--- config.mk ---
export PLATFORM = sky130hd
export DESIGN_NAME = adpll_lock_detect
export DESIGN_NICKNAME = d
export VERILOG_FILES = /design/src/rtl/adpll_lock_detect.sv
export SDC_FILE = /design/constraint.sdc
export NUM_CORES = 1
export LEC_CHECK = 0
export ABC_AREA = 1
export CAP_MARGIN = 20
export CORE_MARGIN = 2
export CORE_UTILIZATION = 57
export CTS_CLUSTER_SIZE = 12
export DETAILED_ROUTE_END_ITERATION = 6
export HOLD_SLACK_MARGIN = 0.15
export PLACE_DENSITY_LB_ADDON = 0.05
export SYNTH_ARGS = -nofsm -noshare
export SYNTH_HDL_FRONTEND = slang
export SYNTH_SLANG_ARGS = --single-unit
--- constraint.sdc ---
create_clock -name clk -period 3.15 [get_ports clk]
set_clock_uncertainty 0.1 [all_clocks]
set_input_delay 0.4725 -clock clk [delete_from_list [all_inputs] [get_ports clk]]
set_output_delay 0.4725 -clock clk [all_outputs]
set_load 0.02 [all_outputs]
--- src/rtl/adpll_lock_detect.sv ---
// ADPLL lock detector: counts synchronised reference and feedback edges per window and
// watches the filter magnitude. Lock is declared after LOCK_WINS consecutive good windows.
// state | meaning: IDLE disabled, counters held | ACQUIRE counting good windows | LOCKED lock asserted
module adpll_lock_detect #(
    parameter int WIN_EDGES = 32,
    parameter int FREQ_TOL  = 1,
    parameter int PHASE_TOL = 4,
    parameter int LOCK_WINS = 4,
    parameter int TIMEOUT   = 255,
    parameter int CNT_W     = 8
) (
    input  logic             clk,
    input  logic             rst,
    input  logic             en,
    input  logic             clk_ref,
    input  logic             fb_clk,
    input  logic [4:0]       dout,
    input  logic             sign,
    output logic             lock,
    output logic             lock_lost,
    output logic [CNT_W-1:0] freq_err,
    output logic [1:0]       state
);
    localparam int DW     = CNT_W + 2;
    localparam int WD_W   = $clog2(TIMEOUT + 1);
    localparam int GOOD_W = $clog2(LOCK_WINS + 1);

    localparam logic [CNT_W-1:0]     REF_LAST  = CNT_W'(WIN_EDGES - 1);
    localparam logic [CNT_W-1:0]     FB_MAX    = {CNT_W{1'b1}};
    localparam logic [WD_W-1:0]      WD_LAST   = WD_W'(TIMEOUT - 1);
    localparam logic [GOOD_W-1:0]    GOOD_LAST = GOOD_W'(LOCK_WINS - 1);
    localparam logic signed [DW-1:0] WIN_S     = DW'(WIN_EDGES);
    localparam logic signed [DW-1:0] TOL_S     = DW'(FREQ_TOL);
    localparam logic signed [DW-1:0] ERR_MAX   = DW'(2 ** (CNT_W - 1) - 1);
    localparam logic signed [DW-1:0] ERR_MIN   = DW'(-(2 ** (CNT_W - 1)));
    localparam logic [CNT_W-1:0]     ERR_NEG   = {1'b1, {(CNT_W - 1){1'b0}}};

    typedef enum logic [1:0] {
        IDLE    = 2'b00,
        ACQUIRE = 2'b01,
        LOCKED  = 2'b10
    } state_t;

    state_t st;

    logic ref_s1, ref_s2, ref_d;
    logic fb_s1, fb_s2, fb_d;
    logic ref_rise, fb_rise;

    logic [CNT_W-1:0]  ref_cnt, fb_cnt, fb_final;
    logic [WD_W-1:0]   wd;
    logic [GOOD_W-1:0] good_cnt;
    logic              phase_bad, phase_final;

    logic signed [DW-1:0] diff, diff_abs;
    logic [CNT_W-1:0]     err_sat;
    logic                 win_close, wd_expire, any_close, close_good;

    logic unused_sign;
    assign unused_sign = sign;

    assign ref_rise = ref_s2 & ~ref_d;
    assign fb_rise  = fb_s2 & ~fb_d;

    // Values as they stand including this cycle, so a close cycle sees its own edge and dout.
    assign fb_final    = (fb_rise && fb_cnt != FB_MAX) ? fb_cnt + CNT_W'(1) : fb_cnt;
    assign phase_final = phase_bad | (dout > 5'(PHASE_TOL));
    assign diff        = $signed({2'b00, fb_final}) - WIN_S;
    assign diff_abs    = diff[DW-1] ? -diff : diff;

    always_comb begin
        err_sat = diff[CNT_W-1:0];
        if (diff > ERR_MAX)
            err_sat = ERR_MAX[CNT_W-1:0];
        else if (diff < ERR_MIN)
            err_sat = ERR_MIN[CNT_W-1:0];
    end

    assign win_close  = ref_rise && (ref_cnt == REF_LAST);
    assign wd_expire  = !ref_rise && (wd == WD_LAST);
    assign any_close  = win_close || wd_expire;
    assign close_good = win_close && (diff_abs <= TOL_S) && !phase_final && (fb_final != FB_MAX);

    assign state = st;

    always_ff @(posedge clk) begin
        if (rst) begin
            st        <= IDLE;
            ref_s1    <= 1'b0;
            ref_s2    <= 1'b0;
            ref_d     <= 1'b0;
            fb_s1     <= 1'b0;
            fb_s2     <= 1'b0;
            fb_d      <= 1'b0;
            ref_cnt   <= '0;
            fb_cnt    <= '0;
            wd        <= '0;
            good_cnt  <= '0;
            phase_bad <= 1'b0;
            freq_err  <= '0;
            lock      <= 1'b0;
            lock_lost <= 1'b0;
        end else begin
            ref_s1    <= clk_ref;
            ref_s2    <= ref_s1;
            ref_d     <= ref_s2;
            fb_s1     <= fb_clk;
            fb_s2     <= fb_s1;
            fb_d      <= fb_s2;
            lock_lost <= 1'b0;

            if (!en || st == IDLE) begin
                st        <= en ? ACQUIRE : IDLE;
                lock      <= 1'b0;
                ref_cnt   <= '0;
                fb_cnt    <= '0;
                wd        <= '0;
                good_cnt  <= '0;
                phase_bad <= 1'b0;
            end else if (any_close) begin
                ref_cnt   <= '0;
                fb_cnt    <= '0;
                wd        <= '0;
                phase_bad <= 1'b0;
                freq_err  <= win_close ? err_sat : ERR_NEG;
                if (close_good) begin
                    if (st == ACQUIRE) begin
                        if (good_cnt == GOOD_LAST) begin
                            st       <= LOCKED;
                            lock     <= 1'b1;
                            good_cnt <= '0;
                        end else begin
                            good_cnt <= good_cnt + GOOD_W'(1);
                        end
                    end
                end else begin
                    good_cnt <= '0;
                    if (st == LOCKED) begin
                        st        <= ACQUIRE;
                        lock      <= 1'b0;
                        lock_lost <= 1'b1;
                    end
                end
            end else begin
                if (ref_rise)
                    ref_cnt <= ref_cnt + CNT_W'(1);
                fb_cnt    <= fb_final;
                phase_bad <= phase_final;
                wd        <= ref_rise ? '0 : wd + WD_W'(1);
            end
        end
    end
endmodule

; ---- Yosys cells after proc, flatten, opt, wreduce, memory -nomap -nowiden
; Cells that the tools add are included.
[totals]
out_inout_bits = 12
elab_cells = 86
input_bits = 11
ff_bits = 46
[classes]
mux = 20
n_lt_le_gt_ge = 4
add_sub_neg = 6
n_reduce_logical = 23
n_eq_ne = 11
bitwise = 7
[ops]
columns = op, n
row1 = $mux W8, 4
row2 = $add A8 B1 Y8 const B, 3
row3 = $ne A8 B8 Y1 const B, 2
row4 = $mux W2, 6
row5 = $le A10 B2 Y1 const B, 1
row6 = $mux W10, 1
row7 = $neg A9 Y10, 1
row8 = $gt A9 B8 Y1 const B, 1
row9 = $lt A9 B8 Y1 const B, 1
row10 = $mux W3, 3
row11 = $sub A8 B6 Y9 const B, 1
row12 = $eq A8 B5 Y1 const B, 1
row13 = $eq A8 B8 Y1 const B, 1
row14 = $reduce_and A4 Y1, 2
row15 = $reduce_or A4 Y1, 2
row16 = $logic_and A1 B1 Y1, 6
row17 = $mux W1, 6
row18 = $ne A3 B1 Y1 const B, 2
row19 = $gt A5 B3 Y1 const B, 1
row20 = $ne A2 B1 Y1 const B, 2
row21 = $not A1 Y1, 4
row22 = $reduce_and A2 Y1, 2
row23 = $reduce_bool A2 Y1, 2
row24 = $add A3 B1 Y3 const B, 1
row25 = other kinds (11), 15

; ---- Logic depth before layout (Yosys ltp)
; Gate-level depths: netlist of run 1.
[depth]
word_depth = 14
ltp_mapped = 21
ltp_nobuf = 21

; ---- Worst setup path before layout of run 1
; No wires, ideal clock.
[synth_timing]
path_kind = reg-to-reg
start = register fb_cnt[0]
end = register st[0] (netlist: state[0])
setup_time_ns = 0.115
required_time_ns = 2.935
arrival_time_ns = 2.345
slack_ns = 0.590
n_path_buf = 0
stages_incl_launch_ff = 20
path_cell_list = dfxtp_1 ha_1 inv_1 nor2_4 nand2_4 nand2_8 nand2_1 nand2_1 ha_1 or2_0 nand3_2 nand3_2 nor2_4 nand2_2 nand2_2 nand2_2 nand2_2 nand3_1 nand2_1 nor2_1
[synth_via]
elab_chain_cells = 13
[synth_rtl]
columns = item, line_no
row1 = from (decl), 50  ; logic [CNT_W-1:0] ref_cnt, fb_cnt, fb_final;
row2 = from (signal assigned), 147  ; fb_cnt <= fb_final;
row3 = "parallel branches: the longest is 2 deep, another holds $add A8 B1 Y8", -
row4 = $mux W8 (*), 66  ; assign fb_final = (fb_rise && fb_cnt != FB_MAX) ? fb_cnt + CNT_W'(1) : fb_cnt;
row5 = $sub A8 B6 Y9, 68  ; assign diff = $signed({2'b00, fb_final}) - WIN_S;
row6 = $neg A9 Y10, 69  ; assign diff_abs = diff[DW-1] ? -diff : diff;
row7 = $mux W10, 69
row8 = $le A10 B2 Y1, 82  ; assign close_good = win_close && (diff_abs <= TOL_S) && !phase_final && (fb_final != FB_MAX);
row9 = $logic_and A1 B1 Y1 (2 in a row), 82
row10 = $logic_and A1 B1 Y1 (*), 82
row11 = $mux W2, 126  ; if (close_good) begin
row12 = $mux W2, 120  ; end else if (any_close) begin
row13 = $mux W2, 112  ; if (!en || st == IDLE) begin
row14 = to (signal assigned), 113  ; st <= en ? ACQUIRE : IDLE;
row15 = to (decl), 44  ; state_t st;
; Every way passes the cells marked *. The select of a mux whose other input is x is not followed.
; A chain may end at the register's enable or synchronous reset.

; ---- Final worst setup path of run 1
[layout_timing]
start = register fb_cnt[1]
end = register st[0] (netlist: state[0])
; Same word-level chain as after synthesis.

==> results.md, run 1 <==
- RSZ-0062 raised after global routing: false
- Grt ovf: 0
- Crit-path slowest cell: dfxtp_1
- Syn nets: 374
- Final non-filler cell area: 0.00287 sq mm
- VDD IR max: 0.349 mV
- Leak: 0.00120 uW
- Worst hold stages: 2
- Sw Ratio: 0.219
- Post-Route WL: 4720 um
- Minimum clock period: 2.88 ns
- DP Wirelength: 3690 um
- Seq/Total Area, Yosys: 0.368
- Worst Hold Launch: fb_s1
- Crit-path max cell delay: 0.41 ns
- Global-route usage over all layers: 0.204
- IO Pins: 23
- Clock sink total: 46
- Critical path, cell by cell: ha_2 > inv_1 > nor2_4 > nand2_4 > nand2_8 > nand2_1 > nand2_1 > ha_1 > or2_0 > nand3_2 > nand3_2 > nor2_4 > nand2_2 > nand2_2 > nand2_2 > nand2_2 > nand3_1 > nand2_1 > nor2_1
- Port buffer count: 21
- Worst skew pair latency: 0.29 ns
- DR iter-0 viols: 90
- Starting density of the core: 0.582
- DR WL/cell: 10.9 um
- TritonCTS Buffers: 5
- M1 wire length: 2300 um
- Die span in x: 70.2 um
- P per Cell Area: 352 mW/mm^2
- Vias/cell: 5.00
- Nets: 400
- Register share of total power: 0.583
- Site Rows: 24
- Gate power share: 0.060
- Layout cells sized above 1: 0.115
- Synthesized area per cell: 7.07 sq um
- # Post-CTS Setup Buffers: 0
- DRC Markers: 0
- Die area: 0.00493 sq mm
- Routed wl met3: 175 um
- Initial antenna violation count: 0
- CP Data Arrival Time: 2.97 ns
- Vias in the first global route: 1947
- Hold/Removal Path Class: reg2reg
- Mapped Cells: 354
- Status: finished clean
- Routed Antenna Nets: 0
- First-pass GRT wire length: 8270 um
- Clock Path Buffers: 2
- Clock share of power: 0.357
- Synth Warn #: 0
- Critical path startpoint: fb_cnt[1]
- Net switching power: 222 uW
- Area Growth Syn to Fin: 14.9%
- Worst EP required: 3.24 ns
- Root buffer cell: clkbuf_8
- CP endpoint kind: register
- Most frequent CP cell: nand2_2
- Slew Viols, Final: 0
- Max-slew headroom: 0.670
- Final period utilization: 0.914
- Largest net degree at the start of global routing: 16
- #FFs+latches synth: 46
- R2R Path Start: fb_cnt[1]
- Via count: 2167
- Worst reg-to-reg path cell count: 19
- WL met2: 2200 um
- # setup viols final: 0
- Placed Area: 0.00278 sq mm
- First-pass iteration count of the detailed router: 4
- Highest routed layer: met4
- CTS clk-pin slew, worst paths: 0.08 ns
- Die height: 70.2 um
- Int Pwr: 790 uW
- Synth unique cells: 36
- CTS tree: done
- Final hold vios: 0
- Worst slew pin tran: 0.490 ns
- Commonest non-fill, non-tap cell in the layout: nand2_1
- Setup_tns: 0 ns
- Max Clock Freq: 347 MHz
- Worst Setup Path Type: reg2reg
- CP Max Fanout: 8
- Startpoint Class: register
- Antenna cell count: 0
- Post-Syn Area: 0.00250 sq mm
- Final RePlAce weighted congestion: 0.857
- Commonest cells after routing, fill and taps aside: nand2_1 (93), nor2_1 (49), dfxtp_1 (46), inv_1 (40)
- H-Tree Depth: 2
- Max-Cap Viols: 0
- CORE AREA: 0.00429 sq mm
==> final timing paths <==
check	to	slack (ns)
setup / recovery	state[0]	0.27
hold / removal	fb_s2	0.31
setup reg to reg	state[0]	0.27
hold reg to reg	fb_s2	0.31
==> sequential cells by signal, indices dropped and copies added, names as in the netlist <==
| register | flops |
|---|---|
| lock_lost | 1 |
| fb_s2 | 1 |
| wd | 8 |
| fb_s1 | 1 |
| good_cnt | 3 |
| freq_err | 8 |
| ref_cnt | 8 |
| lock | 1 |
| fb_d | 1 |
| fb_cnt | 8 |
| phase_bad | 1 |
| state | 2 |
| ref_s1 | 1 |
| ref_d | 1 |
| ref_s2 | 1 |
==> layer usage <==
metal | up-vias | global-route usage
li1 | 1160 | -
met2 | 36 | 0.351
met4 | 0 | 0.0449
met1 | 966 | 0.265
met3 | 5 | 0.0404
met5 | - | 0
==> Yosys cell counts <==
cell type | instances | share of area
nand2_1 | 93 | 0.14
nor2_1 | 49 | 0.074
dfxtp_1 | 46 | 0.37
inv_1 | 40 | 0.060
nand3_1 | 21 | 0.042
a21oi_1 | 14 | 0.028
nand2_2 | 10 | 0.025
ha_1 | 9 | 0.045
nor3_1 | 8 | 0.016
inv_2 | 5 | 0.0075
nand4_1 | 5 | 0.013
o21ai_0 | 5 | 0.010
xor2_1 | 5 | 0.018
nand2_4 | 4 | 0.018
nand3b_1 | 4 | 0.012
xnor2_1 | 4 | 0.014
clkbuf_1 | 3 | 0.0045
nand3_2 | 3 | 0.012
nor2_2 | 3 | 0.0075
nor2_4 | 3 | 0.014
nor3b_1 | 3 | 0.0090
nor2_8 | 2 | 0.016
o21ai_1 | 2 | 0.0040
a21boi_0 | 1 | 0.0030
a21boi_1 | 1 | 0.0030
a21boi_2 | 1 | 0.0045
a21oi_2 | 1 | 0.0035
a31oi_1 | 1 | 0.0025
buf_2 | 1 | 0.0020
nand2_8 | 1 | 0.0080
nor4_1 | 1 | 0.0025
o211a_1 | 1 | 0.0040
o21a_1 | 1 | 0.0030
o21ai_2 | 1 | 0.0035
or2_0 | 1 | 0.0025
or2_1 | 1 | 0.0025
==> power by group through the flow <==
stage,Combinational [uW],Clock (uW),Sequential [uW]
after global placement,59.2,0,603
after floorplan,37.8,0,604
after CTS,60.6,373,589
after detailed placement,60.4,0,603
after global routing,68.9,401,590
final,61.2,361,589
==> kinds of logic (layout without fill, tap and decap cells) <==
kind of cell | count (synthesis) | after routing | share of synthesized area
AOI/OAI and AO/OA | 29 | 29 | 0.0690
and+or+nand+nor | 212 | 212 | 0.412
buffers and inverters | 49 | 76 | 0.0740
DFF | 46 | 46 | 0.368
adders and majority gates | 9 | 9 | 0.0450
xor gates and xnor gates | 9 | 9 | 0.0315
==> per-stage QoR <==
| stage | utilization | total power, uW | setup slack, ns | cells | hold slack, ns |
|---|---|---|---|---|---|
| after global placement | 0.646 | 662 | 0.316 | 425 | 0.289 |
| after global routing | 0.669 | 1060 | 0.0208 | 433 | 0.330 |
| after floorplan | - | 642 | 0.590 | 354 | 0.288 |
| after detailed placement | 0.646 | 663 | 0.275 | 425 | 0.298 |
| after CTS | 0.668 | 1020 | 0.254 | 433 | 0.311 |
| final | 0.669 | 1010 | 0.270 | 433 | 0.309 |
==> layout make-up <==
cell class / count / area (sq um)
Clock buffer: 7 / 86.3
Clock inverter: 1 / 5.00
Fill cell: 378 / 1420
Inverter: 45 / 169
Multi-Input combinational cell: 259 / 1400
Sequential cell: 46 / 921
Tap cell: 52 / 65.1
Timing Repair Buffer: 23 / 225
==> repair_timing <==
item / in CTS / in global routing
resized for setup: 0 / 2
hold endpoints to repair: 0 / 0
setup endpoints to repair: 0 / 3
hold buffers: 0 / 0
==> critical path: cells and delay by family (launching register included) <==
| family | cells | cell delay [ns] |
|---|---|---|
| simple gates | 16 | 1.70 |
| fa+ha+maj | 2 | 0.49 |
| flops | 1 | 0.41 |
| buf+inv | 1 | 0.07 |
Note: power is estimated with default switching activity, not from simulation.
==> inputs of run 2 (changes only) <==
--- a/config.mk
+++ b/config.mk
@@ -9,8 +9,10 @@
 export CAP_MARGIN = 20
 export CORE_MARGIN = 2
 export CORE_UTILIZATION = 57
+export CTS_BUF_LIST = sky130_fd_sc_hd__clkbuf_16
 export CTS_CLUSTER_SIZE = 12
 export DETAILED_ROUTE_END_ITERATION = 6
+export GPL_TIMING_DRIVEN = 0
 export HOLD_SLACK_MARGIN = 0.15
 export PLACE_DENSITY_LB_ADDON = 0.05
 export SYNTH_ARGS = -nofsm -noshare
==> results.md, run 2 (synthesis gave the netlist of run 1 again) <==
- Status: finished clean
- Setup_tns: 0 ns (unchanged)
- Total power: 1230 uW (+22%)
- TritonCTS Buffers: 5 (unchanged)
- Root buffer cell: clkbuf_16
- CP endpoint kind: register
- RSZ-0062 raised after global routing: false
- Die span in x: 70.2 um (unchanged)
- Nets: 401 (+0.25%)
- Worst EP required: 3.23 ns (about the same)
- Final period utilization: 0.900 (-0.0139)
- CP Max Fanout: 6 (-2)
- Worst hold stages: 2 (unchanged)
- DRC Markers: 0 (unchanged)
- Max-slew headroom: 0.572 (-0.0982)
- VDD IR max: 0.390 mV (+12%)
- Global-route usage over all layers: 0.212 (+0.00781)
- Vias/cell: 5.02 (+0.23%)
- RR Endpoint: state[0]
- Cts hold-fix bufs: 0 (unchanged)
- Layout cells sized above 1: 0.120 (+0.00493)
- Area Growth Syn to Fin: 17.6%
- Commonest non-fill, non-tap cell in the layout: nand2_1
- R2R Path Start: fb_cnt[1]
- CP Data Arrival Time: 2.92 ns (-0.05 ns)
- CTS clk-pin slew, worst paths: 0.06 ns (-0.02 ns)
- Clock sink total: 46 (unchanged)
- First-pass GRT wire length: 8430 um (+2.0%)
- Site Rows: 24 (unchanged)
- Leak: 0.00122 uW (+2.3%)
- Worst Hold Launch: fb_s1
- Hold/Removal Path Class: reg2reg
- P per Cell Area: 419 mW/mm^2 (+19%)
- Initial antenna violation count: 0 (unchanged)
- Die height: 70.2 um (unchanged)
- Fin Hold WS: 0.304 ns (-0.00466 ns)
- First-pass iteration count of the detailed router: 5 (+1)
- Grt ovf: 0 (unchanged)
- Vias in the first global route: 1978 (+1.6%)
- Commonest cells after routing, fill and taps aside: nand2_1 (93), nor2_1 (49), dfxtp_1 (44), inv_1 (40), nand3_1 (21)
- Post_cts resized: 0 (unchanged)
- CTS tree: done
- DR WL/cell: 11.5 um (+5.0%)
- Worst slew pin tran: 0.637 ns (+0.148 ns)
- # setup viols final: 0 (unchanged)
- Max Clock Freq: 353 MHz (+1.5%)
- Via count: 2177 (+0.46%)
- Starting density of the core: 0.582 (unchanged)
- Routed Antenna Nets: 0 (unchanged)
- Worst skew pair latency: 0.28 ns (about the same)
- Antenna cell count: 0 (unchanged)
- Placed Area: 0.00277 sq mm (-0.32%)
- Clock Path Buffers: 2 (unchanged)
- DP Wirelength: 3700 um (+0.21%)
- Minimum clock period: 2.84 ns (-0.0438 ns)
- R2R Setup Slk: 0.31 ns (+0.04 ns)
- Final non-filler cell area: 0.00294 sq mm (+2.4%)
- Worst Setup Path Type: reg2reg
- Min-Delay Endpoint: fb_s2
- CORE AREA: 0.00429 sq mm (unchanged)
- Final RePlAce weighted congestion: 0.890 (+3.8%)
- Post-layout util: 0.685 (+0.0157)
- # Post-CTS Setup Buffers: 0 (unchanged)
- Port buffer count: 20 (-4.8%)
- Die area: 0.00493 sq mm (unchanged)
- Startpoint Class: register
- DR iter-0 viols: 108 (+20%)
- FILL cells: 381 (+0.79%)
- Max-Cap Viols: 0 (unchanged)
- Post-Route WL: 4970 um (+5.3%)
- Worst reg-to-reg path cell count: 20 (+1)
- H-Tree Depth: 2 (unchanged)
- Slew Viols, Final: 0 (unchanged)
- IO Pins: 23 (unchanged)
- Final hold vios: 0 (unchanged)
- Largest net degree at the start of global routing: 15 (-1)
==> run 2: how the worst max path moves through the flow <==
| stage | startpoint | to | slack, ns | cells past startpoint |
|---|---|---|---|---|
| finish | fb_cnt[1] | state[0] | 0.31 | 20 |
| global route | fb_cnt[0] | state[0] | 0.07 | 20 |
| CTS | fb_cnt[1] | state[0] | 0.24 | 20 |
| detailed placement | fb_cnt[1] | state[0] | 0.27 | 20 |
| global placement | fb_cnt[0] | state[0] | 0.31 | 19 |
| floorplan | fb_cnt[0] | state[0] | 0.59 | 19 |
==> run 2: cell type report <==
class,instances,area [sq um],area share
Clock buffer,5,125,0.0425
Sequential cell,46,923,0.314
Multi-Input combinational cell,259,1400,0.477
Tap cell,52,65.1,0.0221
Timing Repair Buffer,20,200,0.0681
Inverter,45,169,0.0574
Buffer,4,16.3,0.00553
Clock inverter,3,40.0,0.0136
==> run 2: power breakdown <==
part           leakage (uW)  switching, uW  total [uW]  internal (uW)
combinational      0.000768           35.0        60.3           25.3
clock             0.0000836            210         581            371
sequential         0.000373           3.33         590            587
==> run 2: routing by layer <==
metal | part of all wire | track usage | wire (um) | up-vias
met4 | 0.0097 | 0.0620 | 48 | 0
met1 | 0.48 | 0.272 | 2390 | 965
met2 | 0.47 | 0.358 | 2330 | 41
met3 | 0.041 | 0.0447 | 202 | 6
met5 | 0 | 0 | 0 | -
li1 | - | - | - | 1165
==> run 2: stage by stage <==
| stage | setup WS (ns) | instances |
|---|---|---|
| floorplan | 0.590 | 354 |
| global placement | 0.312 | 426 |
| detailed placement | 0.267 | 426 |
| CTS | 0.242 | 434 |
| global route | 0.0748 | 434 |
| finish | 0.313 | 434 |
==> run 2: critical path: stages (launching register included) <==
cell and delay (ns):
dfxtp_2 0.37, ha_2 0.22, inv_1 0.08, nor2_4 0.18
nand2_4 0.12, nand4_1 0.13, nand2_4 0.10, ha_1 0.22
nand3b_1 0.18, nand2_1 0.12, nand2_1 0.06, nand2_1 0.06
nand3_1 0.10, nor2_4 0.17, nand2_2 0.12, nand2_2 0.10
nand2_2 0.06, nand2_2 0.09, nand3_1 0.07, nand2_1 0.06
nor2_1 0.03
